--- src/rtl/pool_frame_collector.sv ---
// rtl/pool_frame_collector.sv - captures one pooled frame, tags pixels with linear address, buffers them in a FIFO
module pool_frame_collector #(
  parameter int IMG_W  = 109,
  parameter int IMG_H  = 109,
  parameter int ADDR_W = 16,
  parameter int DEPTH  = 16
) (
  input  logic              clk,
  input  logic              rst_n,
  input  logic              start,
  input  logic              valid_in,
  input  logic [7:0]        data_in,
  output logic              out_valid,
  input  logic              out_ready,
  output logic [7:0]        out_data,
  output logic [ADDR_W-1:0] out_addr,
  output logic              out_last,
  output logic              busy,
  output logic              frame_done,
  output logic              overflow,
  output logic              excess
);

  localparam int PW = $clog2(DEPTH);
  localparam int CW = (IMG_W > 1) ? $clog2(IMG_W) : 1;
  localparam int RW = (IMG_H > 1) ? $clog2(IMG_H + 1) : 1;
  localparam int EW = ADDR_W + 9;

  typedef enum logic [1:0] {S_IDLE, S_ACTIVE, S_DRAIN, S_DONE} state_t;
  state_t state, state_nxt;

  logic [CW-1:0]     col;
  logic [RW-1:0]     row;
  logic [ADDR_W-1:0] addr;
  logic [EW-1:0]     mem [DEPTH];
  logic [PW:0]       wr_ptr, rd_ptr;
  logic [EW-1:0]     head;
  logic              empty, full, pop, take, push, frame_last;

  assign empty      = (wr_ptr == rd_ptr);
  assign full       = (wr_ptr[PW] != rd_ptr[PW]) && (wr_ptr[PW-1:0] == rd_ptr[PW-1:0]);
  assign out_valid  = !empty;
  assign pop        = out_valid && out_ready;
  assign take       = (state == S_ACTIVE) && valid_in;
  // A pop in the same cycle frees the slot, so a full FIFO can still accept.
  assign push       = take && (!full || pop);
  assign frame_last = (row == RW'(IMG_H - 1)) && (col == CW'(IMG_W - 1));

  // Head is gated by out_valid so every output reads 0 while the FIFO is empty.
  assign head       = mem[rd_ptr[PW-1:0]];
  assign out_data   = out_valid ? head[EW-1 -: 8] : 8'd0;
  assign out_addr   = out_valid ? head[ADDR_W:1] : '0;
  assign out_last   = out_valid ? head[0] : 1'b0;
  assign busy       = (state != S_IDLE);
  assign frame_done = (state == S_DONE);

  always_comb begin
    state_nxt = state;
    case (state)
      S_IDLE:   if (start) state_nxt = S_ACTIVE;
      S_ACTIVE: if (take && frame_last) state_nxt = S_DRAIN;
      S_DRAIN:  if (empty) state_nxt = S_DONE;
      S_DONE:   state_nxt = S_IDLE;
      default:  state_nxt = S_IDLE;
    endcase
  end

  always_ff @(posedge clk or negedge rst_n) begin
    if (!rst_n) begin
      state    <= S_IDLE;
      col      <= '0;
      row      <= '0;
      addr     <= '0;
      wr_ptr   <= '0;
      rd_ptr   <= '0;
      overflow <= 1'b0;
      excess   <= 1'b0;
    end else begin
      state <= state_nxt;
      if (state == S_IDLE && start) begin
        col      <= '0;
        row      <= '0;
        addr     <= '0;
        overflow <= 1'b0;
        excess   <= 1'b0;
      end else if (take) begin
        // Dropped pixels still advance the address so the frame terminates.
        addr <= addr + ADDR_W'(1);
        if (col == CW'(IMG_W - 1)) begin
          col <= '0;
          row <= row + RW'(1);
        end else begin
          col <= col + CW'(1);
        end
        if (!push) overflow <= 1'b1;
      end
      if (state == S_DRAIN && valid_in) excess <= 1'b1;
      if (push) wr_ptr <= wr_ptr + (PW+1)'(1);
      if (pop)  rd_ptr <= rd_ptr + (PW+1)'(1);
    end
  end

  always_ff @(posedge clk) begin
    if (push) mem[wr_ptr[PW-1:0]] <= {data_in, addr, frame_last};
  end

endmodule

--- config.mk ---
export PLATFORM = sky130hd
export DESIGN_NAME = pool_frame_collector
export DESIGN_NICKNAME = d
export VERILOG_FILES = /design/src/rtl/pool_frame_collector.sv
export SDC_FILE = /design/constraint.sdc
export NUM_CORES = 1
export LEC_CHECK = 0
export ABC_CLOCK_PERIOD_IN_PS = 3650
export CORE_MARGIN = 2
export CORE_UTILIZATION = 26
export DETAILED_ROUTE_END_ITERATION = 6
export SLEW_MARGIN = 20
export SYNTH_ARGS = -nofsm -noshare
export SYNTH_HDL_FRONTEND = slang
export SYNTH_SLANG_ARGS = --single-unit
--- constraint.sdc ---
create_clock -name clk -period 3.65 [get_ports clk]
set_clock_uncertainty 0.15 [all_clocks]
set_input_delay 0.73 -clock clk [delete_from_list [all_inputs] [get_ports clk]]
set_output_delay 0.73 -clock clk [all_outputs]
set_load 0.005 [all_outputs]
==> results.md, run 1 <==
- Status: finished with violations
- Violated checks: setup timing
- Sequential area share after synthesis: 73.5%
- TritonCTS Sinks: 444
- CP required: 2.77 ns
- Syn nets: 917
- Hold-fix buffers, CTS: 0
- Io pins: 43
- Avg Synthesized Cell Area: 20.1 um2
- CP Max Fanout: 7
- Setup WS pre-CTS: 0.332 ns
- ANT cells: 0
- Largest net degree at the start of global routing: 55
- RSZ-0062 raised after global routing: yes
- Pwr Density: 722 nW/um2
- Detailed Place HPWL: 23,700 um
- Area grow syn2layout: 22.6%
- First DRT Iteration DRCs: 677
- Residual DRC: 0
- Share of cells above drive strength 1: 32.0%
- CP max stage delay: 0.56 ns
- Clock Latency Late Sink: 0.57 ns
- Die height: 266 um
- Hold Path Class: in -> async
- Antenna violations before repair: 1
- Setup TNS Final: -0.140 ns
- Post-Syn Area: 17,800 um2
- Max Transition Viols Final: 0
- First-pass iteration count of the detailed router: 5
- CP max-delay cell: dfrtp_4
- Clock slew at reported path FFs: 0.06 ns
- Net count, final: 1,070
- Cts bufs inserted: 45
- Pwr Total: 15,800 uW
- Port bufs: 42
- Crit-path cells: buf_4 -> buf_8 -> mux4_2 -> nor2b_2 -> a211oi_2 -> a211oi_1 -> buf_4 -> clkdlybuf4s50_1
- # rows: 96
- Depth of the CTS H-tree: 2
- Crit path launch type: flip-flop
- Gr ovfl total: 0
- Post-synth cell types: 45
- Fin. Hold Viols: 0
- Core area: 68,200 um2
- Final hold slack: 0.0464 ns
- Setup CP Type: reg -> out
- Gr usage total: 11.3%
- Gpl congestion: 0.725
- Setup Viol. Count Final: 4
- Worst vdd ir: 333 uV
- Wire per inst: 20.3 um
- Synth Flop Type: edfxtp_1
- Width of the die: 266 um
- Vias: 8,950
- Leak: 0.00749 uW
- Top Family by Delay on Critical Path: buffers and inverters
- Fmax: 0.269 GHz
- CP Capture Type: output pin
- CTS tree: yes
- Ys Warns: 0
- PnR worst setup slack: -0.0725 ns
- Initial Util: 26.1%
- Data arrival time of the worst path: 2.84 ns
- Clk root buf: clkbuf_16
- Die ar.: 70,700 um2
- FF+latch count, synth: 444
- Tmin final: 3.72 ns
- EDFF count, synth: 400
- Max-slew headroom: 41.3%
- Vias per cell: 4.57
- FFs w/ async S/R, synth: 9.91%
- WL final: 39,700 um
- Clk buf depth: 3
- Final Core Density: 32.0%
- Final ANT Viol Nets: 0
- Top cell by count, worst path: buf_4
- Worst path bufs/invs: 4
- Final period util: 102%
- Vias in the first global route: 9,224
- MaxCap Viol Count: 0
- Worst-margin pin slew: 0.880 ns
- First-pass GRT wire length: 59,700 um
- Synth Instances: 889
## layout by cell type, fill, tap and decap left out, types with 4 or more instances in the layout
cell	instances
dfrtp_1	40
nor2b_1	24
dlygate4sd2_1	9
nor2_1	30
mux4_2	100
a211oi_2	35
buf_4	80
nor3_1	5
clkdlybuf4s50_1	21
xnor2_1	12
and4_2	4
edfxtp_1	400
clkbuf_16	46
nand3_1	11
clkinv_2	8
buf_6	6
a21oi_1	5
nand2_1	21
clkdlybuf4s15_1	4
and3_1	4
a211oi_1	15
mux2i_1	20
mux2i_2	4
dlymetal6s2s_1	4
and3_2	5
inv_1	11
nand4_1	13
buf_12	21
clkbuf_1	12
and4b_2	4
ha_1	15
xor2_1	25
clkinv_1	6
## metrics by stage
step           cells  area (um2)
2_1_floorplan    889       17800
3_3_place_gp    1839       19800
3_5_place_dp    1839       19800
4_1_cts         1937       21600
5_1_grt         1957       21900
6_report        1957       21900
## metal layers
layer	wire length [um]	track usage, %
met1	17400	15.1
met2	19700	18.8
met3	1730	2.08
met4	771	2.99
met5	0	0
## synthesized netlist by cell type (all sizes together) (12+ instances only)
library cell / instances / area, um2
xor2: 25 / 219
mux2i: 25 / 250
ha: 15 / 188
clkbuf: 14 / 53.8
nand2: 21 / 78.8
nor2b: 27 / 169
edfxtp: 400 / 12000
xnor2: 13 / 114
nor2: 31 / 116
inv: 12 / 45.0
dfrtp: 44 / 1100
buf: 34 / 254
mux4: 100 / 2250
nand4: 13 / 81.3
a211oi: 50 / 445
## final timing paths
kind	start	end	slack, ns	cells after the start
worst max register to register	rd_ptr[0]$_DFFE_PN0P_	mem[14][16]$_DFFE_PP_	0.80	8
worst min register to register	excess$_DFFE_PN0P_	excess$_DFFE_PN0P_	0.38	1
worst max-delay path	rd_ptr[0]$_DFFE_PN0P_	out_addr[9]	-0.07	8
max in group asynchronous	rst_n	col[2]$_DFFE_PN0P_	2.54	2
worst min-delay path	rst_n	state[1]$_DFFE_PN0P_	0.05	1
min in group clk	excess$_DFFE_PN0P_	excess$_DFFE_PN0P_	0.38	1
## logic make-up (layout without fill, tap and decap cells)
group	Yosys count	count (layout)	synth area share (%)
XOR/XNOR	38	38	1.87
multiplexers	127	127	14.2
AO/OA/AOI/OAI	69	69	3.23
adder cells (fa/ha/maj)	15	15	1.05
AND/OR/NAND/NOR	136	136	4.17
buffers and inverters	60	246	1.98
flip-flops	444	444	73.5
## state kept, by name (all words and copies together), names as in the netlist
name and flops:
addr 16, col 7, excess 1, mem 400
overflow 1, rd_ptr 5, row 7, state 2
wr_ptr 5
## where the power goes
| group | switching (uW) | leakage, uW | total, uW | internal, uW |
|---|---|---|---|---|
| sequential | 249 | 0.00440 | 6070 | 5820 |
| combinational | 2450 | 0.00241 | 5320 | 2870 |
| clock | 1860 | 0.000679 | 4400 | 2550 |
| total | 4550 | 0.00749 | 15800 | 11200 |
## cell type report
cell class	instances	area [um2]
fillers	6467	46400
flip-flops and latches	444	13100
multi-input cells	385	4540
repair buffers	154	1640
clock buffers	59	1210
well taps	882	1100
clock inverters	21	191
inverters	12	45.0
## timing repair
action | CTS | global route
buffers inserted | 15 | 21
setup endpoints to repair | 25 | 17
pin swaps | 8 | 13
cloned | 3 | 0
resized for setup | 43 | 31
Note: power is estimated with default switching activity, not from simulation.
==> run 2: changes to the inputs <==
Settings changed: CELL_PAD_IN_SITES_DETAIL_PLACEMENT from default to 1, CELL_PAD_IN_SITES_GLOBAL_PLACEMENT from default to 2, HOLD_SLACK_MARGIN from default to 0.08, PLACE_DENSITY_LB_ADDON from default to 0.1.
==> run 2 against run 1 <==
Total power rose by 6.3%; global-route usage grew 2.7 points; clock-buffer cell count rose by 2; cell count fell by 0.10%; critical path type unchanged; worst hold slack improved by 0.31 ns; register-to-register slack better by 0.21 ns; design area up 1.7%; sequential power fell by 0.8%; maximum frequency up 3.6%; via count down 0.78%; the flow now finishes without violations; die area stayed put; clock power increased by 20%.
==> results.md, run 2 (synthesized netlist as in run 1, its figures left out) <==
- Clock Latency Late Sink: 0.59 ns (+0.02 ns)
- Hold depth: 1
- Pwr Density: 755 nW/um2 (+4.5%)
- CTS tree: yes
- Vias per cell: 4.54 (-0.68%)
- Tmin final: 3.59 ns (-0.129 ns)
- First-pass iteration count of the detailed router: 4 (-1)
- Fin. Hold Viols: 0 (unchanged)
- Final hold slack: 0.358 ns (+0.312 ns)
- Hold_sp: excess$_DFFE_PN0P_
- Setup Viol. Count Final: 0 (-4)
- Clock slew at reported path FFs: 0.06 ns (about the same)
- Status: completed
- Io pins: 43 (unchanged)
- Gpl congestion: 0.654 (-9.8%)
- CP Max Fanout: 12 (+5)
- Hold Path Class: reg -> reg
- Pwr Total: 16,800 uW (+6.3%)
- Data arrival time of the worst path: 2.71 ns (-0.13 ns)
- Flip-flop count of the largest register after layout: 400 (unchanged)
- Wire per inst: 24.5 um (+21%)
- CP Capture Type: output pin
- Width of the die: 266 um (unchanged)
- Final ANT Viol Nets: 0 (unchanged)
- Vias in the first global route: 9,943 (+7.8%)
- MaxCap Viol Count: 0 (unchanged)
- Cts bufs inserted: 52 (+16%)
- Final period util: 98.5% (-3.5 points)
- TritonCTS Sinks: 444 (unchanged)
- Core area: 68,200 um2 (unchanged)
- Worst r2r src: rd_ptr[0]$_DFFE_PN0P_
- Vias: 8,880 (-0.78%)
- Clk root buf: clkbuf_16
- Die ar.: 70,700 um2 (unchanged)
- Die height: 266 um (unchanged)
- Fmax: 0.278 GHz (+3.6%)
- Max-slew headroom: 50.4% (+9.1 points)
- Most common cell after layout, fill and taps aside: edfxtp_1
- RSZ-0062 raised after global routing: yes
- Area grow syn2layout: 24.7%
- Depth of the CTS H-tree: 2 (unchanged)
- Hold EP: excess$_DFFE_PN0P_
- First DRT Iteration DRCs: 526 (-22%)
- Antenna violations before repair: 1 (unchanged)
- Worst vdd ir: 356 uV (+6.8%)
- Max Transition Viols Final: 0 (unchanged)
- Gr ovfl total: 0 (unchanged)
- Gr usage total: 14.0% (+2.7 points)
- Share of cells above drive strength 1: 31.4% (-0.56 points)
- Port bufs: 42 (unchanged)
- Worst-margin pin slew: 0.744 ns (-0.137 ns)
- Crit path launch type: flip-flop
- Leak: 0.00761 uW (+1.6%)
- Terminus of the critical flop-to-flop path: mem[1][1]$_DFFE_PP_
- CP required: 2.77 ns (about the same)
- Detailed Place HPWL: 24,900 um (+5.2%)
- First-pass GRT wire length: 70,800 um (+19%)
- R2R setup slack: 1.01 ns (+0.21 ns)
- # rows: 96 (unchanged)
- Residual DRC: 0 (unchanged)
- Largest net degree at the start of global routing: 54 (-1.8%)
- FF-to-FF path depth: 6 (-2)
- Net count, final: 1,063 (-0.65%)
- Most frequent cells in the layout: edfxtp_1 (400), mux4_2 (100), clkbuf_16 (53), buf_4 (53), dfrtp_1 (40)
- Initial Util: 26.1% (unchanged)
- WL final: 48,000 um (+21%)
- Setup CP Type: reg -> out
- Clk buf depth: 3 (unchanged)
## run 2: critical path, cell delays in order (launching register included)
cell and delay (ns):
dfrtp_4 0.54, buf_4 0.26, buf_16 0.19, mux4_2 0.52, a211oi_2 0.25, a211oi_1 0.09
dlygate4sd2_1 0.30
## run 2: worst max path at each step
stage | startpoint | cells past startpoint | slack, ns | to
6_report | rd_ptr[0]$_DFFE_PN0P_ | 6 | 0.06 | out_addr[1]
5_1_grt | rd_ptr[0]$_DFFE_PN0P_ | 6 | -0.09 | out_addr[1]
4_1_cts | rd_ptr[0]$_DFFE_PN0P_ | 6 | -0.15 | out_data[5]
3_5_place_dp | rd_ptr[0]$_DFFE_PN0P_ | 7 | 0.27 | out_addr[12]
3_3_place_gp | rd_ptr[0]$_DFFE_PN0P_ | 7 | 0.27 | out_addr[12]
2_1_floorplan | valid_in | 5 | 0.98 | mem[7][0]$_DFFE_PP_
## run 2: cell type report
type                    instances  area [um2]
well taps                     882        1100
multi-input cells             385        4510
diodes                          1        2.50
inverters                      12        45.0
repair buffers                140        1730
clock inverters                30         368
fillers                      6749       46000
flip-flops and latches        444       13100
clock buffers                  61        1350
## run 2: through the flow
stage | utilization (%) | setup TNS, ns | std cells | setup WS [ns] | area [um2]
2_1_floorplan | - | 0 | 889 | 0.976 | 17800
3_3_place_gp | 29.1 | 0 | 1826 | 0.273 | 19900
3_5_place_dp | 29.1 | 0 | 1826 | 0.273 | 19900
4_1_cts | 32.4 | -0.637 | 1950 | -0.148 | 22100
5_1_grt | 32.6 | -0.310 | 1954 | -0.0862 | 22200
6_report | 32.6 | 0 | 1955 | 0.0560 | 22200
## run 2: where the power goes
group          internal (uW)  switching, uW
Combinational           2840           2630
Clock                   3190           2090
Sequential              5820            200
## run 2: repair_timing
item                                    in CTS  in global routing
endpoints found under the hold margin       20                  0
endpoints found under the setup margin      26                 20
buffers inserted                            28                  5
hold buffers                                 1                  0
pin swaps                                   11                  7
cloned                                       4                  1
resized for setup                           67                 25
## run 2: layer usage
layer / GRT usage (%) / wire length (um) / up-vias
met5: 0 / 0 / -
met4: 3.26 / 787 / 0
met3: 2.13 / 1560 / 57
met2: 22.7 / 22800 / 128
met1: 19.7 / 22800 / 4778
li1: - / - / 3917
